--- src/rtl/snake_pkg.sv ---
`default_nettype none
// ============================================================================
// Module  : snake_pkg
// Brief   : Command codes, direction encodings, game-state enum and the
//           reversal helper shared by the snake step controller.
// Rev     : 1.0  initial release
// ============================================================================
package snake_pkg;

    localparam logic [7:0] CMD_UP    = 8'd1;
    localparam logic [7:0] CMD_LEFT  = 8'd2;
    localparam logic [7:0] CMD_DOWN  = 8'd3;
    localparam logic [7:0] CMD_RIGHT = 8'd4;
    localparam logic [7:0] CMD_START = 8'd5;
    localparam logic [7:0] CMD_PAUSE = 8'd6;
    localparam logic [7:0] CMD_MODE0 = 8'd7;
    localparam logic [7:0] CMD_MODE1 = 8'd8;
    localparam logic [7:0] CMD_MODE2 = 8'd9;
    localparam logic [7:0] CMD_MODE3 = 8'd10;
    localparam logic [7:0] CMD_AGAIN = 8'd11;

    localparam logic [2:0] DIR_UP    = 3'd1;
    localparam logic [2:0] DIR_LEFT  = 3'd2;
    localparam logic [2:0] DIR_DOWN  = 3'd3;
    localparam logic [2:0] DIR_RIGHT = 3'd4;

    typedef enum logic [1:0] {
        ST_IDLE  = 2'd0,
        ST_RUN   = 2'd1,
        ST_PAUSE = 2'd2,
        ST_OVER  = 2'd3
    } game_state_t;

    function automatic logic is_reverse(input logic [2:0] a, input logic [2:0] b);
        return ((a == DIR_UP)    && (b == DIR_DOWN))  ||
               ((a == DIR_DOWN)  && (b == DIR_UP))    ||
               ((a == DIR_LEFT)  && (b == DIR_RIGHT)) ||
               ((a == DIR_RIGHT) && (b == DIR_LEFT));
    endfunction

endpackage
`default_nettype wire

--- src/rtl/snake_dir_fifo.sv ---
`default_nettype none
// ============================================================================
// Module  : snake_dir_fifo
// Brief   : Small direction queue with flush; a pop frees its slot before a
//           simultaneous push so a full queue still accepts push+pop.
// Rev     : 1.0  initial release
// ============================================================================
module snake_dir_fifo
    import snake_pkg::*;
#(
    parameter int DEPTH = 4
) (
    input  logic                     sys_clk,
    input  logic                     sys_rst_n,
    input  logic                     push,
    input  logic [2:0]               push_data,
    input  logic                     pop,
    input  logic                     flush,
    output logic [$clog2(DEPTH):0]   level,
    output logic [2:0]               head
);

    localparam int             c_ptr_w = $clog2(DEPTH);
    localparam logic [c_ptr_w:0] c_full = (c_ptr_w + 1)'(DEPTH);

    logic [2:0]         r_mem [DEPTH];
    logic [c_ptr_w-1:0] r_wr_ptr;
    logic [c_ptr_w-1:0] r_rd_ptr;
    logic [c_ptr_w:0]   r_level;
    logic               w_do_pop;
    logic               w_do_push;

    assign w_do_pop  = pop && (r_level != '0);
    assign w_do_push = push && ((r_level != c_full) || w_do_pop);

    always_ff @(posedge sys_clk or negedge sys_rst_n) begin
        if (!sys_rst_n) begin
            r_wr_ptr <= '0;
            r_rd_ptr <= '0;
            r_level  <= '0;
        end else if (flush) begin
            r_wr_ptr <= '0;
            r_rd_ptr <= '0;
            r_level  <= '0;
        end else begin
            if (w_do_push) begin
                r_wr_ptr <= r_wr_ptr + 1'b1;
            end
            if (w_do_pop) begin
                r_rd_ptr <= r_rd_ptr + 1'b1;
            end
            case ({w_do_push, w_do_pop})
                2'b10:   r_level <= r_level + 1'b1;
                2'b01:   r_level <= r_level - 1'b1;
                default: r_level <= r_level;
            endcase
        end
    end

    // Storage needs no reset: reads are qualified by a non-zero level.
    always_ff @(posedge sys_clk) begin
        if (w_do_push && !flush) begin
            r_mem[r_wr_ptr] <= push_data;
        end
    end

    assign level = r_level;
    assign head  = r_mem[r_rd_ptr];

endmodule
`default_nettype wire

--- src/rtl/snake_step_ctrl.sv ---
`default_nettype none
// ============================================================================
// Module  : snake_step_ctrl
// Brief   : Game FSM, mode-scaled step tick and per-step direction apply.
//           SNAKE_DIR_QUEUE_EN selects a DIR_FIFO_DEPTH queue, otherwise a
//           single last-write-wins holding register.
// Rev     : 1.0  initial release
// ============================================================================
module snake_step_ctrl
    import snake_pkg::*;
#(
    parameter int TICK_CYC       = 12_500_000,
    parameter int DIR_FIFO_DEPTH = 4
) (
    input  logic                              sys_clk,
    input  logic                              sys_rst_n,
    input  logic                              cmd_valid,
    input  logic [7:0]                        cmd_data,
    input  logic                              collision,
    output logic                              step,
    output logic [2:0]                        direction,
    output logic [1:0]                        game_state,
    output logic                              game_rst,
    output logic [1:0]                        mode,
    output logic [$clog2(DIR_FIFO_DEPTH):0]   q_level
);

    localparam int          c_cnt_w = $clog2(TICK_CYC);
    localparam int          c_lvl_w = $clog2(DIR_FIFO_DEPTH) + 1;
    localparam logic [31:0] c_tick  = 32'(TICK_CYC);

    game_state_t        r_state;
    game_state_t        w_state_nxt;
    logic [c_cnt_w-1:0] r_cnt;
    logic [c_cnt_w-1:0] w_cnt_nxt;
    logic [1:0]         r_mode;
    logic [1:0]         w_mode_val;
    logic [2:0]         r_dir;
    logic               r_step;
    logic               r_game_rst;

    logic               w_cmd_start;
    logic               w_cmd_pause;
    logic               w_cmd_again;
    logic               w_cmd_dir;
    logic               w_cmd_mode;
    logic [31:0]        w_period_m1;
    logic               w_at_wrap;
    logic               w_tick_hit;
    logic               w_push;
    logic               w_pop;
    logic               w_apply;
    logic [2:0]         w_head;
    logic [c_lvl_w-1:0] w_level;
    logic               w_q_nonempty;

    assign w_cmd_start = cmd_valid && (cmd_data == CMD_START);
    assign w_cmd_pause = cmd_valid && (cmd_data == CMD_PAUSE);
    assign w_cmd_again = cmd_valid && (cmd_data == CMD_AGAIN);
    assign w_cmd_dir   = cmd_valid && (cmd_data >= CMD_UP) && (cmd_data <= CMD_RIGHT);
    assign w_cmd_mode  = cmd_valid && (cmd_data >= CMD_MODE0) && (cmd_data <= CMD_MODE3);

    always_comb begin
        w_mode_val = 2'd0;
        case (cmd_data)
            CMD_MODE1: w_mode_val = 2'd1;
            CMD_MODE2: w_mode_val = 2'd2;
            CMD_MODE3: w_mode_val = 2'd3;
            default:   w_mode_val = 2'd0;
        endcase
    end

    assign w_period_m1 = (c_tick >> r_mode) - 32'd1;
    assign w_at_wrap   = ({{(32 - c_cnt_w){1'b0}}, r_cnt} == w_period_m1);

    always_ff @(posedge sys_clk or negedge sys_rst_n) begin
        if (!sys_rst_n) begin
            r_state <= ST_IDLE;
        end else begin
            r_state <= w_state_nxt;
        end
    end

    always_comb begin
        w_state_nxt = r_state;
        if (w_cmd_again) begin
            w_state_nxt = ST_IDLE;
        end else begin
            case (r_state)
                ST_IDLE:  if (w_cmd_start) w_state_nxt = ST_RUN;
                ST_RUN: begin
                    if (collision)        w_state_nxt = ST_OVER;
                    else if (w_cmd_pause) w_state_nxt = ST_PAUSE;
                end
                ST_PAUSE: if (w_cmd_start) w_state_nxt = ST_RUN;
                default:  w_state_nxt = r_state;
            endcase
        end
    end

    // Priority AGAIN > collision > PAUSE > step; a mode change restarts the period.
    always_comb begin
        w_tick_hit = 1'b0;
        w_cnt_nxt  = r_cnt;
        if (w_cmd_again || w_cmd_mode) begin
            w_cnt_nxt = '0;
        end else begin
            case (r_state)
                ST_RUN: begin
                    if (collision) begin
                        w_cnt_nxt = '0;
                    end else if (!w_cmd_pause) begin
                        if (w_at_wrap) begin
                            w_tick_hit = 1'b1;
                            w_cnt_nxt  = '0;
                        end else begin
                            w_cnt_nxt = r_cnt + 1'b1;
                        end
                    end
                end
                ST_PAUSE: w_cnt_nxt = r_cnt;
                default:  w_cnt_nxt = '0;
            endcase
        end
    end

    assign w_push       = (r_state == ST_RUN) && w_cmd_dir;
    assign w_q_nonempty = (w_level != '0);
    assign w_pop        = w_tick_hit && w_q_nonempty;
    assign w_apply      = w_pop && (w_head != r_dir) && !is_reverse(w_head, r_dir);

    always_ff @(posedge sys_clk or negedge sys_rst_n) begin
        if (!sys_rst_n) begin
            r_cnt      <= '0;
            r_step     <= 1'b0;
            r_game_rst <= 1'b0;
            r_mode     <= 2'd0;
            r_dir      <= DIR_RIGHT;
        end else begin
            r_cnt      <= w_cnt_nxt;
            r_step     <= w_tick_hit;
            r_game_rst <= w_cmd_again;
            if (w_cmd_mode) begin
                r_mode <= w_mode_val;
            end
            if (w_cmd_again) begin
                r_dir <= DIR_RIGHT;
            end else if (w_apply) begin
                r_dir <= w_head;
            end
        end
    end

`ifdef SNAKE_DIR_QUEUE_EN
    snake_dir_fifo #(
        .DEPTH     (DIR_FIFO_DEPTH)
    ) u_dir_fifo (
        .sys_clk   (sys_clk),
        .sys_rst_n (sys_rst_n),
        .push      (w_push),
        .push_data (cmd_data[2:0]),
        .pop       (w_pop),
        .flush     (w_cmd_again),
        .level     (w_level),
        .head      (w_head)
    );
`else
    logic       r_hold_vld;
    logic [2:0] r_hold_dir;

    always_ff @(posedge sys_clk or negedge sys_rst_n) begin
        if (!sys_rst_n) begin
            r_hold_vld <= 1'b0;
            r_hold_dir <= DIR_RIGHT;
        end else if (w_cmd_again) begin
            r_hold_vld <= 1'b0;
        end else if (w_push) begin
            r_hold_vld <= 1'b1;
            r_hold_dir <= cmd_data[2:0];
        end else if (w_pop) begin
            r_hold_vld <= 1'b0;
        end
    end

    assign w_head  = r_hold_dir;
    assign w_level = {{(c_lvl_w - 1){1'b0}}, r_hold_vld};
`endif

    assign step       = r_step;
    assign direction  = r_dir;
    assign game_state = r_state;
    assign game_rst   = r_game_rst;
    assign mode       = r_mode;
    assign q_level    = w_level;

endmodule
`default_nettype wire

--- config.mk ---
export PLATFORM = sky130hd
export DESIGN_NAME = snake_step_ctrl
export DESIGN_NICKNAME = d
export VERILOG_FILES = /design/src/rtl/snake_pkg.sv /design/src/rtl/snake_dir_fifo.sv /design/src/rtl/snake_step_ctrl.sv
export SDC_FILE = /design/constraint.sdc
export NUM_CORES = 1
export LEC_CHECK = 0
export BUFFER_PORTS_ARGS = -buffer_cell sky130_fd_sc_hd__buf_2
export CELL_PAD_IN_SITES_DETAIL_PLACEMENT = 1
export CELL_PAD_IN_SITES_GLOBAL_PLACEMENT = 2
export CORE_MARGIN = 10
export CORE_UTILIZATION = 39
export CTS_CLUSTER_SIZE = 40
export DETAILED_ROUTE_END_ITERATION = 6
export MAX_ROUTING_LAYER = met4
export PLACE_DENSITY_LB_ADDON = 0.15
export SLEW_MARGIN = 0
export SYNTH_ARGS = -nofsm -noshare
export SYNTH_HDL_FRONTEND = slang
export SYNTH_SLANG_ARGS = --single-unit
--- constraint.sdc ---
create_clock -name sys_clk -period 3.7 [get_ports sys_clk]
set_input_delay 0.555 -clock sys_clk [delete_from_list [all_inputs] [get_ports sys_clk]]
set_output_delay 0.555 -clock sys_clk [all_outputs]
set_load 0.03 [all_outputs]
==> out/results.ini <==
[status]
status=completed

[cts]
post_cts_buffers=0
cts_resized=0
clk_pin_slew_ns=0.09
numCtsBuffers=5
clock-sinks=37
insertion_delay_ns=0.29
hold_buffers=0
clockRootBuffer=clkbuf_8
clock_path_buffers=2
htree_levels=2
cts_tree=done

[placement]
dp.cells=358
dpl.hpwl_mm=5.10
port_buffers=21
pre_cts_slack_ns=0.889
gp_congestion=0.883

[worst_setup_path]
crit_path_end_kind=register
critical_path_buf_inv_count=1
reg2reg_depth=7
worstPathArrival_ns=2.82
reg2reg_setup_slack_ns=1.04
crit_chain=nor3b_1 > o2111ai_1 > a222oi_1 > a41oi_1 > buf_4 > a31oi_1 > o31ai_1
start_kind=register
crit_type=reg2reg
timing.rr.start=mode[1]$_DFFE_PN0P_
crit_family=compound AO/OA/AOI/OAI gates
worst_r2r_endpoint=r_cnt[22]$_DFFE_PN0P_
critical_path.max_fanout=14
slowest_stage=dfrtp_1
max_stage_delay_ns=0.56
worstPathRequired_ns=3.86

[detailed_routing]
first_iter_violations=52
wl_met2_mm=3.36
route.detailed.drc=0
met1Wirelength_mm=3.30
first_pass_iters=4
vias_per_cell=6.04
wire_per_inst_um=18.8
wl_met3_um=165
ant_nets=0
vias=2209
highest_layer=met4
drt-total-wl_mm=6.88

[power]
leakage_uw=0.00111
p_per_area_nw_per_um2=282
vdd_drop_max_mv=0.184
p_total_uw=749

[finish]
drive_above_1_share_pct=15.1
nets=303
layout_commonest_cell=dfrtp_1
final_cells=366
num_antenna_cells=0
area_delta_synth_final_pct=9.10
layout_common_cells=dfrtp_1, nand2_1, buf_2

[sta]
hold_violations=0
setup_viol=0
finalCriticalPeriod_ns=2.66
clock-skew-final_ns=0.0147
min_period_over_period_pct=72.0
timing.slew.headroom_pct=43.0
fin_ws_ns=1.04
fin_tns_setup_ns=0
max_freq_mhz=376
finalMaxSlewViolations=0
hold_ws_ns=0.356
tightest_slew_ns=0.855
rsz0062_at_grt=no

[floorplanning]
fp.dieW_um=99.0
io-pin-count=24
die_y_um=99.0
start_util_pct=40.6
std_cell_rows=28
coreArea_um2=5990
design.die.area_um2=9800

[grt]
grt_max_degree=38
antenna_found_initial=0
grt_pass1_wl_mm=11.7
overflow=0
track_usage_pct=14.5
grt_pass1_vias=2320

[synth]
synthDistinctLibCells=63
ys_warn_count=0
synth_seq_cells=37
syn_inst=277
syn-cell-area_um2=2430
synth_edf_count=0
synth_area_per_cell_um2=8.79
async_flop_share_pct=100
synth-seq-area-share_pct=38.1
synth_ff_type=dfrtp_1

[worst_hold_path]
min_path_type=in2async

[flow_run]
max_cap_violations=0

## metrics by stage
step / instance area, um2 / utilization, %
CTS: 2660 / 44.3
floorplan: 2440 / -
finish: 2660 / 44.3
detailed placement: 2570 / 42.8
global route: 2660 / 44.3
global placement: 2570 / 42.8
## worst reg2reg max path: cells and delay by family (launching register included)
kind                   cells  cell delay, ns
AO/OA/AOI/OAI              5            1.39
flip-flops                 1            0.56
buffers and inverters      1            0.35
AND/OR/NAND/NOR            1            0.24
## synthesized netlist by cell type (all sizes together), types with 3 or more instances
master | instances | share of area (%)
a31oi | 17 | 4.4
and2 | 12 | 3.1
nand2 | 28 | 4.3
a22o | 3 | 1.1
inv | 6 | 0.92
o31ai | 12 | 3.7
nand3 | 16 | 3.3
nand4 | 9 | 2.9
nor3b | 5 | 1.5
mux2 | 4 | 2.2
o21ai | 14 | 2.9
dfrtp | 35 | 36
nor2 | 10 | 1.5
nor2b | 10 | 2.6
a21oi | 13 | 2.7
mux2i | 5 | 2.1
or2 | 4 | 1.0
and3 | 9 | 2.3
nor3 | 3 | 0.62
clkbuf | 10 | 1.5
buf | 8 | 2.3
## final cells by class
type | instances | area (um2)
fillers | 732 | 3330
inverters | 6 | 22.5
flip-flops and latches | 37 | 928
well taps | 75 | 93.8
multi-input cells | 217 | 1400
clock buffers | 8 | 90.1
repair buffers | 23 | 120
## state kept, by name, indices dropped and copies added, names as in the netlist
name / cells
r_hold_vld: 1
r_cnt: 24
game_state: 2
mode: 2
step: 1
r_hold_dir: 3
game_rst: 1
direction: 3
## worst max-delay path by stage
stage	startpoint	to	slack, ns	cells after the start
floorplan	mode[1]$_DFFE_PN0P_	direction[0]$_DFFE_PN0P_	1.23	7
global placement	cmd_data[4]	r_cnt[3]$_DFFE_PN0P_	0.96	6
detailed placement	cmd_data[4]	r_cnt[4]$_DFFE_PN0P_	0.89	6
CTS	mode[1]$_DFFE_PN0P_	r_cnt[22]$_DFFE_PN0P_	1.01	7
global route	mode[1]$_DFFE_PN0P_	r_cnt[22]$_DFFE_PN0P_	0.77	7
finish	mode[1]$_DFFE_PN0P_	r_cnt[22]$_DFFE_PN0P_	1.04	7
## cells by family after synthesis
group	count (synthesis)	share of synthesized area, %
simple gates	125	29.9
compound gates	78	21.6
flops	37	38.1
buf+inv	24	4.78
mux	9	4.21
xor+xnor	2	0.720
fa+ha+maj	1	0.514
other cells	1	0.154
## report_power, final
| group | internal (uW) | total, uW | leakage [uW] | switching, uW |
|---|---|---|---|---|
| registers | 406 | 409 | 0.000510 | 2.29 |
| clock network | 152 | 302 | 0.0000455 | 150 |
| logic | 10.8 | 38.2 | 0.000555 | 27.4 |
## per-layer routing
layer / vias up / GRT usage, %
met2: 42 / 24.4
met3: 8 / 2.65
met1: 1090 / 17.7
met5: - / -
li1: 1069 / -
met4: 0 / 2.98
(Power assumes the default switching activity.)
